<file path="config.mk">
export PLATFORM = sky130hd
export DESIGN_NAME = seg7_scan_decoder
export DESIGN_NICKNAME = d
export VERILOG_FILES = /design/src/rtl/seg7_scan_decoder_pkg.sv /design/src/rtl/seg7_decode.sv /design/src/rtl/seg7_scan_decoder.sv
export SDC_FILE = /design/constraint.sdc
export NUM_CORES = 1
export LEC_CHECK = 0
export BUFFER_PORTS_ARGS = -buffer_cell sky130_fd_sc_hd__buf_2
export CAP_MARGIN = 20
export CELL_PAD_IN_SITES_DETAIL_PLACEMENT = 2
export CELL_PAD_IN_SITES_GLOBAL_PLACEMENT = 2
export CORE_ASPECT_RATIO = 1.5
export CORE_MARGIN = 10
export CORE_UTILIZATION = 44
export DETAILED_ROUTE_END_ITERATION = 16
export PLACE_DENSITY = 0.88
export SLEW_MARGIN = 20
export SYNTH_ARGS = -nofsm -noshare
export SYNTH_HDL_FRONTEND = slang
export SYNTH_HIERARCHICAL = 1
export SYNTH_SLANG_ARGS = --single-unit
</file>
<file path="constraint.sdc">
create_clock -name Clock -period 4.5 [get_ports Clock]
set_input_delay 0.9 -clock Clock [delete_from_list [all_inputs] [get_ports Clock]]
set_output_delay 0.9 -clock Clock [all_outputs]
set_load 0.05 [all_outputs]
</file>
<file path="src/rtl/seg7_scan_decoder_pkg.sv">
// Shared definitions for the 7-segment scan decoder: the active-low segment
// patterns (same constants the encoder side drives) and settle FSM states.
package seg7_scan_decoder_pkg;

   // Segment bus, active-low, index 0 = a ... index 6 = g.
   typedef logic [0:6] seg_t;

   localparam seg_t SEG_0     = 7'b0000001;
   localparam seg_t SEG_1     = 7'b1001111;
   localparam seg_t SEG_2     = 7'b0010010;
   localparam seg_t SEG_3     = 7'b0000110;
   localparam seg_t SEG_4     = 7'b1001100;
   localparam seg_t SEG_5     = 7'b0100100;
   localparam seg_t SEG_6     = 7'b0100000;
   localparam seg_t SEG_7     = 7'b0001111;
   localparam seg_t SEG_8     = 7'b0000000;
   localparam seg_t SEG_9     = 7'b0000100;
   localparam seg_t SEG_A     = 7'b0001000;
   localparam seg_t SEG_B     = 7'b1100000;
   localparam seg_t SEG_C     = 7'b0110001;
   localparam seg_t SEG_D     = 7'b1000010;
   localparam seg_t SEG_E     = 7'b0110000;
   localparam seg_t SEG_F     = 7'b0111000;
   localparam seg_t SEG_BLANK = 7'b1111111;

   // Settle filter states.
   typedef enum logic [1:0] {
      ST_IDLE  = 2'd0,
      ST_DWELL = 2'd1,
      ST_HELD  = 2'd2
   } settle_state_e;

endpackage

</file>
<file path="src/rtl/seg7_decode.sv">
// Combinational segment-pattern decoder: maps an active-low segment word to a
// hex nibble, flagging the all-off (blank) and unrecognised (illegal) cases.
module seg7_decode
   import seg7_scan_decoder_pkg::*;
(
   input  logic [0:6] seg_i,
   output logic [3:0] nibble_o,
   output logic       blank_o,
   output logic       illegal_o
);

   // Table lookup; blank and illegal both report nibble 0.
   always_comb begin
      // NOTE: every output gets a default before the case, so no path can leave one unassigned and infer a latch.
      nibble_o  = 4'h0;
      blank_o   = 1'b0;
      illegal_o = 1'b0;
      case (seg_i)
         SEG_0:     nibble_o = 4'h0;
         SEG_1:     nibble_o = 4'h1;
         SEG_2:     nibble_o = 4'h2;
         SEG_3:     nibble_o = 4'h3;
         SEG_4:     nibble_o = 4'h4;
         SEG_5:     nibble_o = 4'h5;
         SEG_6:     nibble_o = 4'h6;
         SEG_7:     nibble_o = 4'h7;
         SEG_8:     nibble_o = 4'h8;
         SEG_9:     nibble_o = 4'h9;
         SEG_A:     nibble_o = 4'hA;
         SEG_B:     nibble_o = 4'hB;
         SEG_C:     nibble_o = 4'hC;
         SEG_D:     nibble_o = 4'hD;
         SEG_E:     nibble_o = 4'hE;
         SEG_F:     nibble_o = 4'hF;
         SEG_BLANK: blank_o  = 1'b1;
         default:   illegal_o = 1'b1;
      endcase
   end

endmodule

</file>
<file path="src/rtl/seg7_scan_decoder.sv">
// Receive side of a scanned 7-segment display: registers the segment/select
// bus, waits for it to settle on one digit, captures the decoded nibble into
// a working set and publishes complete frames with a valid/ack handshake.
module seg7_scan_decoder
   import seg7_scan_decoder_pkg::*;
#(
   parameter int NUM_DIGITS    = 4,
   parameter int STABLE_CYCLES = 4
) (
   input  logic                    Clock,
   input  logic                    Reset,
   input  logic [0:6]              Seg,
   input  logic [NUM_DIGITS-1:0]   DigSel,
   input  logic                    FrameAck,
   output logic [4*NUM_DIGITS-1:0] Value,
   output logic [NUM_DIGITS-1:0]   BlankMask,
   output logic [NUM_DIGITS-1:0]   ErrMask,
   output logic                    FrameValid,
   output logic                    Overrun
);

   localparam logic [3:0] STABLE_CNT = 4'(STABLE_CYCLES);

   // Input sample and its predecessor, used for change detection.
   logic [0:6]            seg_q, seg_prev_q;
   logic [NUM_DIGITS-1:0] sel_q, sel_prev_q;

   settle_state_e state_q, state_d;
   logic [3:0]    cnt_q, cnt_d;
   logic          capture;

   logic [4*NUM_DIGITS-1:0] work_val_q, work_val_d;
   logic [NUM_DIGITS-1:0]   work_blank_q, work_blank_d;
   logic [NUM_DIGITS-1:0]   work_err_q, work_err_d;
   logic [NUM_DIGITS-1:0]   seen_q, seen_d;

   logic [4*NUM_DIGITS-1:0] value_q, value_d;
   logic [NUM_DIGITS-1:0]   blank_q, blank_d;
   logic [NUM_DIGITS-1:0]   err_q, err_d;
   logic                    fv_q, fv_d;
   logic                    ovr_q, ovr_d;

   logic [3:0] dec_nibble;
   logic       dec_blank;
   logic       dec_illegal;
   logic [3:0] zero_cnt;
   logic       sel_legal;
   logic       s_changed;

   seg7_decode u_decode (
      .seg_i     (seg_q),
      .nibble_o  (dec_nibble),
      .blank_o   (dec_blank),
      .illegal_o (dec_illegal)
   );

   // A sample is legal when exactly one digit select is driven low.
   always_comb begin
      zero_cnt = 4'd0;
      for (int i = 0; i < NUM_DIGITS; i++) begin
         if (!sel_q[i]) zero_cnt = zero_cnt + 4'd1;
      end
      sel_legal = (zero_cnt == 4'd1);
      s_changed = (seg_q != seg_prev_q) || (sel_q != sel_prev_q);
   end

   // Settle FSM: count identical legal samples, capture once per dwell.
   always_comb begin
      state_d = state_q;
      cnt_d   = cnt_q;
      capture = 1'b0;
      case (state_q)
         ST_IDLE: begin
            if (sel_legal) begin
               state_d = ST_DWELL;
               cnt_d   = 4'd1;
            end
         end
         ST_DWELL: begin
            if (!sel_legal) begin
               state_d = ST_IDLE;
               cnt_d   = 4'd0;
            end else if (s_changed) begin
               cnt_d = 4'd1;
            end else if (cnt_q + 4'd1 == STABLE_CNT) begin
               capture = 1'b1;
               state_d = ST_HELD;
               cnt_d   = STABLE_CNT;
            end else begin
               cnt_d = cnt_q + 4'd1;
            end
         end
         ST_HELD: begin
            if (s_changed) begin
               if (sel_legal) begin
                  state_d = ST_DWELL;
                  cnt_d   = 4'd1;
               end else begin
                  state_d = ST_IDLE;
                  cnt_d   = 4'd0;
               end
            end
         end
         default: begin
            state_d = ST_IDLE;
            cnt_d   = 4'd0;
         end
      endcase
   end

   // Frame completion / handshake, then fold in this cycle's capture so a
   // capture on the completion edge lands in the next frame.
   always_comb begin
      work_val_d   = work_val_q;
      work_blank_d = work_blank_q;
      work_err_d   = work_err_q;
      seen_d       = seen_q;
      value_d      = value_q;
      blank_d      = blank_q;
      err_d        = err_q;
      fv_d         = fv_q;
      ovr_d        = ovr_q;

      if (&seen_q) begin
         seen_d = '0;
         if (!fv_q || FrameAck) begin
            value_d = work_val_q;
            blank_d = work_blank_q;
            err_d   = work_err_q;
            fv_d    = 1'b1;
            if (fv_q) ovr_d = 1'b0;
         end else begin
            ovr_d = 1'b1;
         end
      end else if (fv_q && FrameAck) begin
         fv_d  = 1'b0;
         ovr_d = 1'b0;
      end

      for (int i = 0; i < NUM_DIGITS; i++) begin
         if (capture && !sel_q[i]) begin
            work_val_d[4*i +: 4] = dec_nibble;
            work_blank_d[i]      = dec_blank;
            work_err_d[i]        = dec_illegal;
            seen_d[i]            = 1'b1;
         end
      end
   end

   // State registers, cleared asynchronously at any time.
   always_ff @(posedge Clock or posedge Reset) begin
      if (Reset) begin
         // NOTE: the working set is reset along with the control state so a frame can never publish X nibbles.
         seg_q        <= '0;
         seg_prev_q   <= '0;
         sel_q        <= '0;
         sel_prev_q   <= '0;
         state_q      <= ST_IDLE;
         cnt_q        <= 4'd0;
         work_val_q   <= '0;
         work_blank_q <= '0;
         work_err_q   <= '0;
         seen_q       <= '0;
         value_q      <= '0;
         blank_q      <= '0;
         err_q        <= '0;
         fv_q         <= 1'b0;
         ovr_q        <= 1'b0;
      end else begin
         // NOTE: non-blocking assignments here so every register samples the pre-edge values of the others.
         seg_q        <= Seg;
         seg_prev_q   <= seg_q;
         sel_q        <= DigSel;
         sel_prev_q   <= sel_q;
         state_q      <= state_d;
         cnt_q        <= cnt_d;
         work_val_q   <= work_val_d;
         work_blank_q <= work_blank_d;
         work_err_q   <= work_err_d;
         seen_q       <= seen_d;
         value_q      <= value_d;
         blank_q      <= blank_d;
         err_q        <= err_d;
         fv_q         <= fv_d;
         ovr_q        <= ovr_d;
      end
   end

   assign Value      = value_q;
   assign BlankMask  = blank_q;
   assign ErrMask    = err_q;
   assign FrameValid = fv_q;
   assign Overrun    = ovr_q;

endmodule
</file>
==> results.cfg <==
[route]
drc = 0
antenna_left = 0
routed-wl-met2_um = 5719
met1Wirelength_um = 3877
drt_wl_total_um = 10040
wl_per_cell_um = 23.18
met3WireLength_um = 261
routed_via_density = 5.691
routed.top_layer = met4
dr.pass1.iters = 4
vias = 2464
drt_iter0_markers = 99

[cts]
cts_sinks = 82
cts_made_buffers = 9
clkTransAtPathRegs_ns = 0.06
insertion_delay_ns = 0.34
post-cts-setup-buffers = 0
cts.repair.resized = 0
htree_levels = 3
root_buffer = clkbuf_16
clockBufferDepth = 2
cts_tree = yes
ctsHoldBuffers = 0

[layout]
drive_gt1_frac = 0.3712
multi_input_area_um2 = 1607
diodes = 0
synthToLayoutAreaGrowth_pct = 15.92
nets = 340
regArea_um2 = 2052
fill_cells = 822

[placement]
hpwl_um = 7162
routabilityCongestion = 0.8193
portBuffers = 39
pre_cts_slack_ns = 1.022

[timing]
setup_tns_ns = 0
max-slew-margin-rel = 0.4322
fmax_ghz = 0.2845
hold_viol = 0
fin_crit_ns = 3.515
slew_viol_final = 0
worstMarginPinSlew_ns = 0.8508
rsz0062_at_grt = no
fin_crit_sh = 0.7812
setup_violations = 0
setup_ws_ns = 0.9848
skew_ns = 0.008272

[synth]
synth_ff_type = dfrtp_1
synth_common_cells = dfrtp_1, mux2_2, xor2_1
syn_inst = 283
synth_warnings = 6
synth_cell_types = 66
syn_avg_cell_area_um2 = 13.39
yosys.area.top_type_share = 0.5416
async_flop_share = 1.000
syn_nets = 302
synth.area.top_cells = dfrtp_1, mux2_2, xor2_1
syn_area_um2 = 3789
post-synth-top-count-cell = dfrtp_1
synth_edf_count = 0
seq_area_frac_synth = 0.5416
yosysTopAreaCell = dfrtp_1
ys_seq_elements = 82

[critical_path]
required_ns = 4.72
startpoint_type = flop
cp.arrival_ns = 3.73
crit_fanout = 7
cp_top_family = simple AND/OR/NAND/NOR gates
worstPathCellList = inv_1, ha_1, xnor2_1, ha_1, or2_1, o221ai_1, nand4_2, nor4_4, mux2_2
critPathMaxStageDelay_ns = 0.60
cp_common_cell = ha_1
critical_path_class = reg -> reg
crit_buf_inv = 1
critPathCaptureType = flop
crit_slowest_cell = nor4_4

[grt]
grt_pass1_wl_um = 16430
antenna_found_initial = 0
grt_overflow = 0
grt_pass1_vias = 2924
grt_usage = 0.1676
grt_max_degree = 50

[floorplan]
coreArea_um2 = 8413
ios = 40
rows = 41
start_util = 0.4503
die_area_um2 = 12800
die_w_um = 95.77
chipHeight_um = 133.7

[pwr]
worst_ir_drop_vdd_v = 0.0002487
p_total_mw = 1.738
power_density_nw_per_um2 = 395.9
p_leak_nw = 2.171

[min_path]
hp-class = reg -> reg

[run]
cap_violations = 0

[run_status]
status = completed
per-stage QoR:
stage                     cell area (um^2)  hold WS, ns  utilization  instances
after floorplan                       3789       0.3487            -        283
after global placement                4049       0.4613       0.4813        417
after detailed placement              4049       0.4781       0.4813        417
after CTS                             4392       0.4901       0.5220        433
after global routing                  4392       0.5129       0.5220        433
final                                 4392       0.4891       0.5220        433
kinds of logic (layout without fill, tap and decap cells):
logic type                 after synthesis  count (layout)  synth area share
and+or+nand+nor                         59              59            0.1238
muxes                                   50              50            0.1480
adders and majority gates                5               5           0.01651
AOI/OAI and AO/OA                       44              44           0.09545
xor gates and xnor gates                17              17           0.03930
buffers and inverters                   26              69           0.03534
DFF                                     82              82            0.5416
path summary, 6_finish.rpt:
kind                       slack [ns]  depth (start not counted)              end       from
setup / recovery                 0.98                          9  work_blank_q[2]   sel_q[0]
hold / removal                   0.49                          1        seen_q[3]  seen_q[3]
setup reg to reg                 0.98                          9  work_blank_q[2]   sel_q[0]
hold reg to reg                  0.49                          1        seen_q[3]  seen_q[3]
max in group asynchronous        2.83                          3          Overrun      Reset
min in group asynchronous        0.72                          2        Value[11]      Reset
routing by layer:
layer,GRT usage,vias to the layer above
met5,0,-
met4,0.06086,0
met3,0.03206,12
met2,0.3036,38
met1,0.1845,1297
li1,-,1117
flip-flops by register name, indices dropped and copies added (netlist names):
register / flops
FrameValid: 1
state_q: 2
Overrun: 1
sel_q: 4
BlankMask: 4
seen_q: 4
work_blank_q: 4
seg_q: 7
sel_prev_q: 4
cnt_q: 4
Value: 16
ErrMask: 4
seg_prev_q: 7
work_err_q: 4
work_val_q: 16
cell type report:
type                       instances  area share
timing repair buffer              41     0.04786
inverter                          12     0.01054
sequential                        82      0.4672
multi-input combinational        175      0.3658
clock buffer                      10     0.05214
tap                              107     0.03048
clock inverter                     6     0.02593
cell usage in the layout (no fill, tap or decap), drive strengths merged, types with 4 or more instances in the layout:
master and count:
a21oi 5, nand2 8, nor3 6, ha 5, nand4 7, nor2 4, buf 41, dfrtp 82
nand3 5, a21o 5, inv 11, xnor2 4, clkbuf 10, nor4 7, nor2b 4, xor2 13
mux2 48
where the power goes:
| group | switching [mW] | internal [mW] |
|---|---|---|
| clock | 0.296 | 0.544 |
| sequential | 0.0319 | 0.751 |
| combinational | 0.0733 | 0.0422 |
| total | 0.401 | 1.34 |
Power figures use the tool's default switching activity.
